==> config.mk <==
export PLATFORM = sky130hd
export DESIGN_NAME = beat_note_sequencer
export DESIGN_NICKNAME = d
export VERILOG_FILES = /design/src/rtl/beat_note_sequencer_pkg.sv /design/src/rtl/beat_down_counter.sv /design/src/rtl/beat_note_sequencer.sv
export SDC_FILE = /design/constraint.sdc
export NUM_CORES = 1
export LEC_CHECK = 0
export ABC_AREA = 1
export BUFFER_PORTS_ARGS = -buffer_cell sky130_fd_sc_hd__buf_2
export CELL_PAD_IN_SITES_DETAIL_PLACEMENT = 0
export CELL_PAD_IN_SITES_GLOBAL_PLACEMENT = 2
export CORE_MARGIN = 1.5
export CORE_UTILIZATION = 28
export CTS_CLUSTER_SIZE = 40
export DETAILED_ROUTE_END_ITERATION = 10
export PLACE_DENSITY_LB_ADDON = 0.05
export SETUP_SLACK_MARGIN = 0.15
export SLEW_MARGIN = 5
export SYNTH_ARGS = -nofsm -noshare
export SYNTH_HDL_FRONTEND = slang
export SYNTH_SLANG_ARGS = --single-unit
==> constraint.sdc <==
create_clock -name clock -period 1.9 [get_ports clock]
set_input_delay 0.095 -clock clock [delete_from_list [all_inputs] [get_ports clock]]
set_output_delay 0.095 -clock clock [all_outputs]
set_load 0.03 [all_outputs]
==> src/rtl/beat_note_sequencer_pkg.sv <==
// Shared types and song-ROM field layout for the beat note sequencer and the ROM generator.
// Each ROM word is {note, dur}; dur sits in the low bits and note directly above it.
package beat_note_sequencer_pkg;

    typedef enum logic [2:0] {
        IDLE,
        FETCH,
        WAIT_ROM,
        PLAY,
        PAUSE,
        DONE
    } seq_state_t;

    localparam int DEF_ADDR_W = 6;
    localparam int DEF_NOTE_W = 5;
    localparam int DEF_DUR_W  = 4;

    localparam int NOTE_REST  = 0;
    localparam int DUR_LSB    = 0;

    function automatic int note_lsb(input int dur_w);
        return DUR_LSB + dur_w;
    endfunction

endpackage

==> src/rtl/beat_down_counter.sv <==
// Per-entry beat counter: load a duration (0 plays as 1 beat) and count beat ticks down.
// One-cycle update; done is high while exactly one beat remains, so the next tick ends the entry.
module beat_down_counter #(
    parameter int DUR_W = 4
) (
    input  logic             clock,
    input  logic             reset,
    input  logic             clear,
    input  logic             load,
    input  logic [DUR_W-1:0] load_val,
    input  logic             tick,
    output logic             done
);

    logic [DUR_W-1:0] cnt_q;
    logic [DUR_W-1:0] cnt_d;

    always_comb begin
        cnt_d = cnt_q;
        if (clear) begin
            cnt_d = '0;
        end else if (load) begin
            cnt_d = (load_val == '0) ? DUR_W'(1) : load_val;
        end else if (tick && (cnt_q != '0)) begin
            cnt_d = cnt_q - DUR_W'(1);
        end
    end

    always_ff @(posedge clock) begin
        if (reset) begin
            cnt_q <= '0;
        end else begin
            cnt_q <= cnt_d;
        end
    end

    assign done = (cnt_q == DUR_W'(1));

endmodule

==> src/rtl/beat_note_sequencer.sv <==
// Walks a song ROM of {note, dur} entries, advancing one entry per dur beat ticks.
// play rise -> note_start in 3 clocks; entry end -> next note_start 2 clocks after the tick; play=0 pauses.
module beat_note_sequencer
    import beat_note_sequencer_pkg::*;
#(
    parameter int ADDR_W   = DEF_ADDR_W,
    parameter int NOTE_W   = DEF_NOTE_W,
    parameter int DUR_W    = DEF_DUR_W,
    parameter int SONG_LEN = 48,
    parameter int LOOP     = 0
) (
    input  logic                    clock,
    input  logic                    reset,
    input  logic                    play,
    input  logic                    stop,
    input  logic                    beat_tick,
    output logic [ADDR_W-1:0]       rom_addr,
    input  logic [NOTE_W+DUR_W-1:0] rom_data,
    output logic [NOTE_W-1:0]       note,
    output logic                    note_on,
    output logic                    note_start,
    output logic                    song_done,
    output logic                    busy
);

    localparam int NOTE_LSB = note_lsb(DUR_W);

    seq_state_t        state_q, state_d;
    logic [ADDR_W-1:0] ptr_q, ptr_d;
    logic [NOTE_W-1:0] note_q, note_d;
    logic              note_on_q, note_on_d;
    logic              note_start_q, note_start_d;
    logic              song_done_q, song_done_d;
    logic              busy_q, busy_d;

    logic [NOTE_W-1:0] rom_note;
    logic [DUR_W-1:0]  rom_dur;
    logic              cnt_load;
    logic              cnt_dec;
    logic              cnt_last;
    logic              last_entry;

    assign rom_note   = rom_data[NOTE_LSB +: NOTE_W];
    assign rom_dur    = rom_data[DUR_LSB +: DUR_W];
    assign last_entry = (ptr_q == ADDR_W'(SONG_LEN - 1));

    beat_down_counter #(
        .DUR_W (DUR_W)
    ) u_beat_cnt (
        .clock    (clock),
        .reset    (reset),
        .clear    (stop),
        .load     (cnt_load),
        .load_val (rom_dur),
        .tick     (cnt_dec),
        .done     (cnt_last)
    );

    always_comb begin
        state_d      = state_q;
        ptr_d        = ptr_q;
        note_d       = note_q;
        note_on_d    = note_on_q;
        note_start_d = 1'b0;
        song_done_d  = 1'b0;
        cnt_load     = 1'b0;
        cnt_dec      = 1'b0;

        case (state_q)
            IDLE: begin
                if (play) begin
                    state_d = FETCH;
                end
            end
            FETCH: begin
                state_d = WAIT_ROM;
            end
            WAIT_ROM: begin
                note_d       = rom_note;
                note_on_d    = (rom_note != NOTE_W'(NOTE_REST));
                note_start_d = 1'b1;
                cnt_load     = 1'b1;
                state_d      = PLAY;
            end
            PLAY: begin
                // Pausing wins over a coincident tick; that tick is simply lost.
                if (!play) begin
                    note_on_d = 1'b0;
                    state_d   = PAUSE;
                end else if (beat_tick) begin
                    cnt_dec = 1'b1;
                    if (cnt_last) begin
                        note_on_d = 1'b0;
                        if (last_entry) begin
                            song_done_d = 1'b1;
                            if (LOOP != 0) begin
                                ptr_d   = '0;
                                state_d = FETCH;
                            end else begin
                                state_d = DONE;
                            end
                        end else begin
                            ptr_d   = ptr_q + ADDR_W'(1);
                            state_d = FETCH;
                        end
                    end
                end
            end
            PAUSE: begin
                note_on_d = 1'b0;
                if (play) begin
                    note_on_d = (note_q != NOTE_W'(NOTE_REST));
                    state_d   = PLAY;
                end
            end
            DONE: begin
                note_on_d = 1'b0;
                if (!play) begin
                    ptr_d   = '0;
                    state_d = IDLE;
                end
            end
            default: begin
                state_d = IDLE;
            end
        endcase

        // stop rewinds exactly like reset and overrides whatever the state logic chose.
        if (stop) begin
            state_d      = IDLE;
            ptr_d        = '0;
            note_d       = '0;
            note_on_d    = 1'b0;
            note_start_d = 1'b0;
            song_done_d  = 1'b0;
            cnt_dec      = 1'b0;
            cnt_load     = 1'b0;
        end

        busy_d = (state_d != IDLE);
    end

    always_ff @(posedge clock) begin
        if (reset) begin
            state_q      <= IDLE;
            ptr_q        <= '0;
            note_q       <= '0;
            note_on_q    <= 1'b0;
            note_start_q <= 1'b0;
            song_done_q  <= 1'b0;
            busy_q       <= 1'b0;
        end else begin
            state_q      <= state_d;
            ptr_q        <= ptr_d;
            note_q       <= note_d;
            note_on_q    <= note_on_d;
            note_start_q <= note_start_d;
            song_done_q  <= song_done_d;
            busy_q       <= busy_d;
        end
    end

    assign rom_addr   = ptr_q;
    assign note       = note_q;
    assign note_on    = note_on_q;
    assign note_start = note_start_q;
    assign song_done  = song_done_q;
    assign busy       = busy_q;

endmodule

==> impl_metrics.json, run 1 <==
{
  "outcome": "completed",
  "cts_hold_buf": 0,
  "drtIter0Drc": 28,
  "die_y_um": 71.0,
  "diodes": 0,
  "path_cells": "ha_1 > nand3_1 > nor2_2 > nor2_1 > nor2_1 > nand2_1 > nand2_1 > nand2_1 > nand2_1",
  "final_cell_mix": "nand2_1 (46), buf_2 (28), dfxtp_1 (22)",
  "crit_path_start": "rom_addr[1]",
  "fin_util_pct": 35.9,
  "seq_area_frac_synth_pct": 34.0,
  "htreeDepth": 1,
  "drv_cap": 0,
  "fin_setup_tns_ns": 0,
  "synth.avg_cell_area_um2": 6.71,
  "maxSlewHeadroom_pct": 76.5,
  "synth_flop_cell": "dfxtp_1",
  "cp_slowest_stage_delay_ns": 0.37,
  "syn2layout_area_growth_pct": 22.3,
  "setup_viol": 0,
  "cts_setup_buffers": 0,
  "crit_slowest_cell": "dfxtp_1",
  "crit_top_cell": "nand2_1",
  "cp-start-kind": "flip-flop",
  "final_common_cell": "nand2_1",
  "wl_per_cell_um": 11.6,
  "floorplan.initialDensity_pct": 29.3,
  "synth_cell_type_count": 25,
  "wl_mm": 3.23,
  "drc": 0,
  "min_path_type": "primary input to flip-flop",
  "syn_inst": 193,
  "core_area_mm2": 0.00441,
  "rsz0062_at_grt": "false",
  "clockBufferDepth": 2,
  "slew_viol_final": 0,
  "critPathCaptureType": "flip-flop",
  "leakagePower_uw": 0.000715,
  "fin_ws_ns": 0.424,
  "via_per_inst": 4.58,
  "max_freq_mhz": 677,
  "antenna_found_initial": 0,
  "synth_edf_count": 0,
  "drt_first_pass_iters": 4,
  "fillers": 500,
  "crit_arrival_ns": 1.69,
  "timing.hold.ws_ns": 0.0288,
  "post_cts_resized": 0,
  "multiInputGateArea_um2": 738,
  "drive_gt1_share_pct": 24.8,
  "routabilityCongestion": 0.724,
  "track_usage_pct": 13.9,
  "drtAntennaViolNets": 0,
  "grt_max_degree": 14,
  "cts-buffers-inserted": 3,
  "hp-start": "reset",
  "r2r_setup_slack_ns": 0.42,
  "seq_area_um2": 440,
  "netlist_area_mm2": 0.00129,
  "die-area_mm2": 0.00504,
  "clkLatencyLatePin_ns": 0.26,
  "min_period_ns": 1.48,
  "port-buffer-count": 28,
  "nets": 244,
  "io_pins": 29,
  "critical_path_required_ns": 2.11,
  "grt_pass1_wl_mm": 5.61,
  "r2r_start": "rom_addr[1]",
  "clkTransAtPathRegs_ns": 0.09,
  "crit_type": "flip-flop to flip-flop",
  "cts.sinks": 22,
  "dp_slack_ns": 0.427,
  "ys_warn_count": 0,
  "vias": 1272,
  "worstMarginPinSlew_ns": 0.352,
  "finalHoldViolCount": 0,
  "clock_skew_ns": 0.00364,
  "grt-ovfl-total": 0,
  "hpwlAfterDp_mm": 2.59,
  "grt_pass1_vias": 1255,
  "clock-root-buffer": "clkbuf_8",
  "ys_ff_latch": 22,
  "cp_max_fo": 4,
  "dieWidth_um": 71.0,
  "async_reset_ff_share_pct": 0,
  "syn_nets": 210,
  "cts_tree": "done",
  "period_share_pct": 77.7,
  "p_per_area_mw_per_mm2": 623,
  "peakVddDrop_uv": 223,
  "rows": 24
}
## sequential cells by signal (all words and copies together) (netlist names)
name / count
rom_addr: 6
note: 5
u_beat_cnt.cnt_q: 4
state_q: 3
busy: 1
note_on: 1
note_start: 1
song_done: 1
## Yosys cell counts, types with 3 or more instances
cell type  instances  area, um^2
a21oi_1           15        75.1
ha_1               3        37.5
nand2_2            5        31.3
nor2_4             3        33.8
o21ai_0           14        70.1
inv_2              3        11.3
dfxtp_1           22         440
nand2_1           46         173
nand4_1            5        31.3
inv_1             21        78.8
nand3_1           13        65.1
nor2_1            21        78.8
nor2_2             5        31.3
## path summary, 6_finish.rpt
| path | endpoint | depth (start not counted) |
|---|---|---|
| worst max-delay path | busy | 9 |
| worst min-delay path | state_q[1] | 2 |
| worst max register to register | busy | 9 |
| worst min register to register | note[1] | 2 |
## where the power goes
| group | leakage [uW] | internal [uW] | switching (uW) | total [uW] |
|---|---|---|---|---|
| combinational | 0.000502 | 26.9 | 48.6 | 75.5 |
| clock | 0.0000357 | 281 | 161 | 442 |
| sequential | 0.000178 | 465 | 3.42 | 469 |
## logic make-up (layout without fill, tap and decap cells)
| logic type | after synthesis | count (layout) | synth area share (%) |
|---|---|---|---|
| simple gates | 105 | 105 | 39.0 |
| flops | 22 | 22 | 34.0 |
| fa+ha+maj | 3 | 3 | 2.90 |
| buf+inv | 29 | 62 | 8.99 |
| compound gates | 31 | 31 | 13.0 |
| xor+xnor | 3 | 3 | 2.03 |
## cell type report
class | count | share of cell area (%)
clock buffer | 3 | 2.61
clock inverter | 1 | 1.90
inverter | 27 | 6.71
multi-input combinational | 142 | 46.6
sequential | 22 | 27.8
tap | 52 | 4.11
timing repair buffer | 31 | 10.3
## critical path: cells and delay by family (launching register included)
kind / cells / cell delay [ns]
fa+ha+maj: 1 / 0.22
simple gates: 8 / 0.85
flops: 1 / 0.37
## per-stage QoR
| stage | area [um^2] | power, uW | std cells |
|---|---|---|---|
| after global routing | 1580 | 1040 | 278 |
| final | 1580 | 987 | 278 |
| after global placement | 1510 | 555 | 274 |
| after CTS | 1580 | 1010 | 278 |
| after floorplan | 1290 | 523 | 193 |
| after detailed placement | 1510 | 556 | 274 |
## layer usage
layer  vias to the layer above  routed length [um]  GRT usage, %
li1                        680                   -             -
met1                       571                1610          18.8
met2                        19                1480          22.7
met3                         2                 106          2.28
met4                         0                  19          4.61
met5                         -                   0             0
Power figures use the tool's default switching activity.
==> run 2, diff against run 1 <==
- CORE_UTILIZATION: 28 -> 25
- clock period: 1.9 -> 1.3 ns (I/O delays scaled with it)
==> run 2 against run 1 <==
Effect of this change: the flow now finishes with violations (setup timing); count of clock-buffer cells in the layout is the same; first-iteration DRC count grew 64%; register-to-register slack lost 0.43 ns; highest routed layer unchanged; via count grew 7.4%; worst hold slack gained 0.047 ns; largest cell class unchanged; core utilization grew 3.8 points; clock skew grew 0.0025 ns; routed wire length grew 6.9%; total power grew 48%; largest power group unchanged; combinational power grew 77%; critical path type unchanged.
==> impl_metrics.json, run 2 (same netlist as run 1, synthesis figures left out) <==
{
  "timing.hold.ws_ns": 0.0763,
  "wl_mm": 3.45,
  "nets": 265,
  "peakVddDrop_uv": 521,
  "grt_max_degree": 14,
  "io_pins": 29,
  "r2r-end": "rom_addr[1]",
  "die_y_um": 75.0,
  "drive_gt1_share_pct": 45.3,
  "reg2reg_depth": 10,
  "final_common_cell": "nand2_1",
  "final_cell_count_no_fill": 317,
  "cts_tree": "done",
  "drt_first_pass_iters": 4,
  "hpwlAfterDp_mm": 2.74,
  "clkTransAtPathRegs_ns": 0.09,
  "setup_viol": 1,
  "totalPowerFinal_uw": 1460,
  "crit_type": "flip-flop to flip-flop",
  "endpoint": "rom_addr[1]",
  "place_area_mm2": 0.00173,
  "htreeDepth": 1,
  "fin_area_mm2": 0.00200,
  "syn2layout_area_growth_pct": 54.4,
  "grt_pass1_wl_mm": 5.87,
  "drtAntennaViolNets": 0,
  "drv_cap": 0,
  "crit_arrival_ns": 1.51,
  "cp_max_fo": 6,
  "critical_path_required_ns": 1.50,
  "die-area_mm2": 0.00562,
  "path_cells": "inv_6 > nor2_4 > nand2_4 > nand2_2 > nand2_4 > inv_6 > nand2_4 > nand2_2 > nand2_2 > nor2_2",
  "outcome": "complete, but fails checks",
  "worstMarginPinSlew_ns": 0.231,
  "clockBufferDepth": 2,
  "fillers": 556,
  "r2r_setup_slack_ns": -0.004,
  "clkLatencyLatePin_ns": 0.27,
  "grt_pass1_vias": 1325,
  "maxSlewHeadroom_pct": 84.6,
  "diodes": 0,
  "drc": 0,
  "slew_viol_final": 0,
  "cts-buffers-inserted": 3,
  "min_path_type": "primary input to flip-flop",
  "p_per_area_mw_per_mm2": 731,
  "drtIter0Drc": 46,
  "clock-root-buffer": "clkbuf_8",
  "critPathCaptureType": "flip-flop",
  "antenna_found_initial": 0,
  "period_share_pct": 100,
  "wl_per_cell_um": 10.9,
  "rows": 26,
  "crit_slowest_cell": "dfxtp_4",
  "max_freq_mhz": 767,
  "leakagePower_uw": 0.000867,
  "min_period_ns": 1.30,
  "r2r_start": "state_q[1]",
  "cts.sinks": 22,
  "vias": 1366,
  "core_area_mm2": 0.00504,
  "routabilityCongestion": 0.784,
  "crit_path_start": "state_q[1]",
  "violations": "setup timing",
  "dieWidth_um": 75.0,
  "clock_skew_ns": 0.00618,
  "track_usage_pct": 13.5,
  "grt-ovfl-total": 0,
  "largest_reg_flops": 6,
  "finalHoldViolCount": 0,
  "cp-start-kind": "flip-flop",
  "dp_cells": 308,
  "rsz0062_at_grt": "true",
  "via_per_inst": 4.31,
  "port-buffer-count": 28,
  "final_cell_mix": "nand2_1 (37), buf_2 (28), inv_1 (18), nor2_1 (18), buf_4 (18)",
  "cp_slowest_stage_delay_ns": 0.40,
  "fin_ws_ns": -0.00416,
  "floorplan.initialDensity_pct": 25.7
}
==> run 2: worst max-delay path: cells and delay by family (launching register included) <==
family                 cells  cell delay [ns]
flip-flops                 1             0.40
AND/OR/NAND/NOR            8             0.73
buffers and inverters      2             0.13
==> run 2: timing repair <==
| action | 4_1_cts | 5_1_grt |
|---|---|---|
| setup buffers | 1 | 3 |
| cloned | 0 | 0 |
| hold buffers | 1 | 0 |
| pin swaps | 16 | 12 |
| resized for setup | 24 | 21 |
| hold endpoints to repair | 1 | 0 |
| setup endpoints to repair | 19 | 19 |
==> run 2: routing by layer <==
layer / track usage [%] / wire (um) / up-vias
li1: - / - / 728
met1: 17.2 / 1690 / 619
met2: 23.4 / 1660 / 17
met3: 2.01 / 74 / 2
met4: 4.24 / 23 / 0
met5: 0 / 0 / -
==> run 2: report_power, final <==
part / internal (uW) / total, uW / switching (uW)
Sequential: 672 / 679 / 7.19
Clock: 411 / 649 / 237
Combinational: 52.9 / 134 / 81.1
Total: 1140 / 1460 / 326
==> run 2: area by class of cell <==
| type | instances | area [um^2] | area share [%] |
|---|---|---|---|
| tap | 70 | 87.6 | 4.38 |
| timing repair buffer | 52 | 350 | 17.5 |
| inverter | 27 | 116 | 5.82 |
| sequential | 22 | 465 | 23.3 |
| clock buffer | 3 | 41.3 | 2.07 |
| clock inverter | 1 | 30.0 | 1.50 |
| multi-input combinational | 142 | 908 | 45.4 |
==> run 2: worst min-delay path by stage <==
| stage | start | to | slack (ns) | cells past startpoint |
|---|---|---|---|---|
| after global routing | rom_data[5] | note[1] | 0.11 | 3 |
| final | rom_data[8] | note[4] | 0.08 | 3 |
| after floorplan | reset | state_q[1] | 0.14 | 1 |
| after detailed placement | reset | state_q[1] | 0.28 | 2 |
| after global placement | reset | state_q[1] | 0.27 | 2 |
| after CTS | rom_data[8] | note[4] | 0.06 | 3 |
==> run 2: per-stage QoR <==
step                TNS (ns)  utilization [%]  setup slack, ns
CTS                  -0.0530             37.6          -0.0293
floorplan                  0                -          0.00845
global placement     -0.0946             34.3          -0.0460
global route          -0.791             39.7           -0.101
detailed placement    -0.189             34.3          -0.0583
finish              -0.00416             39.7         -0.00416
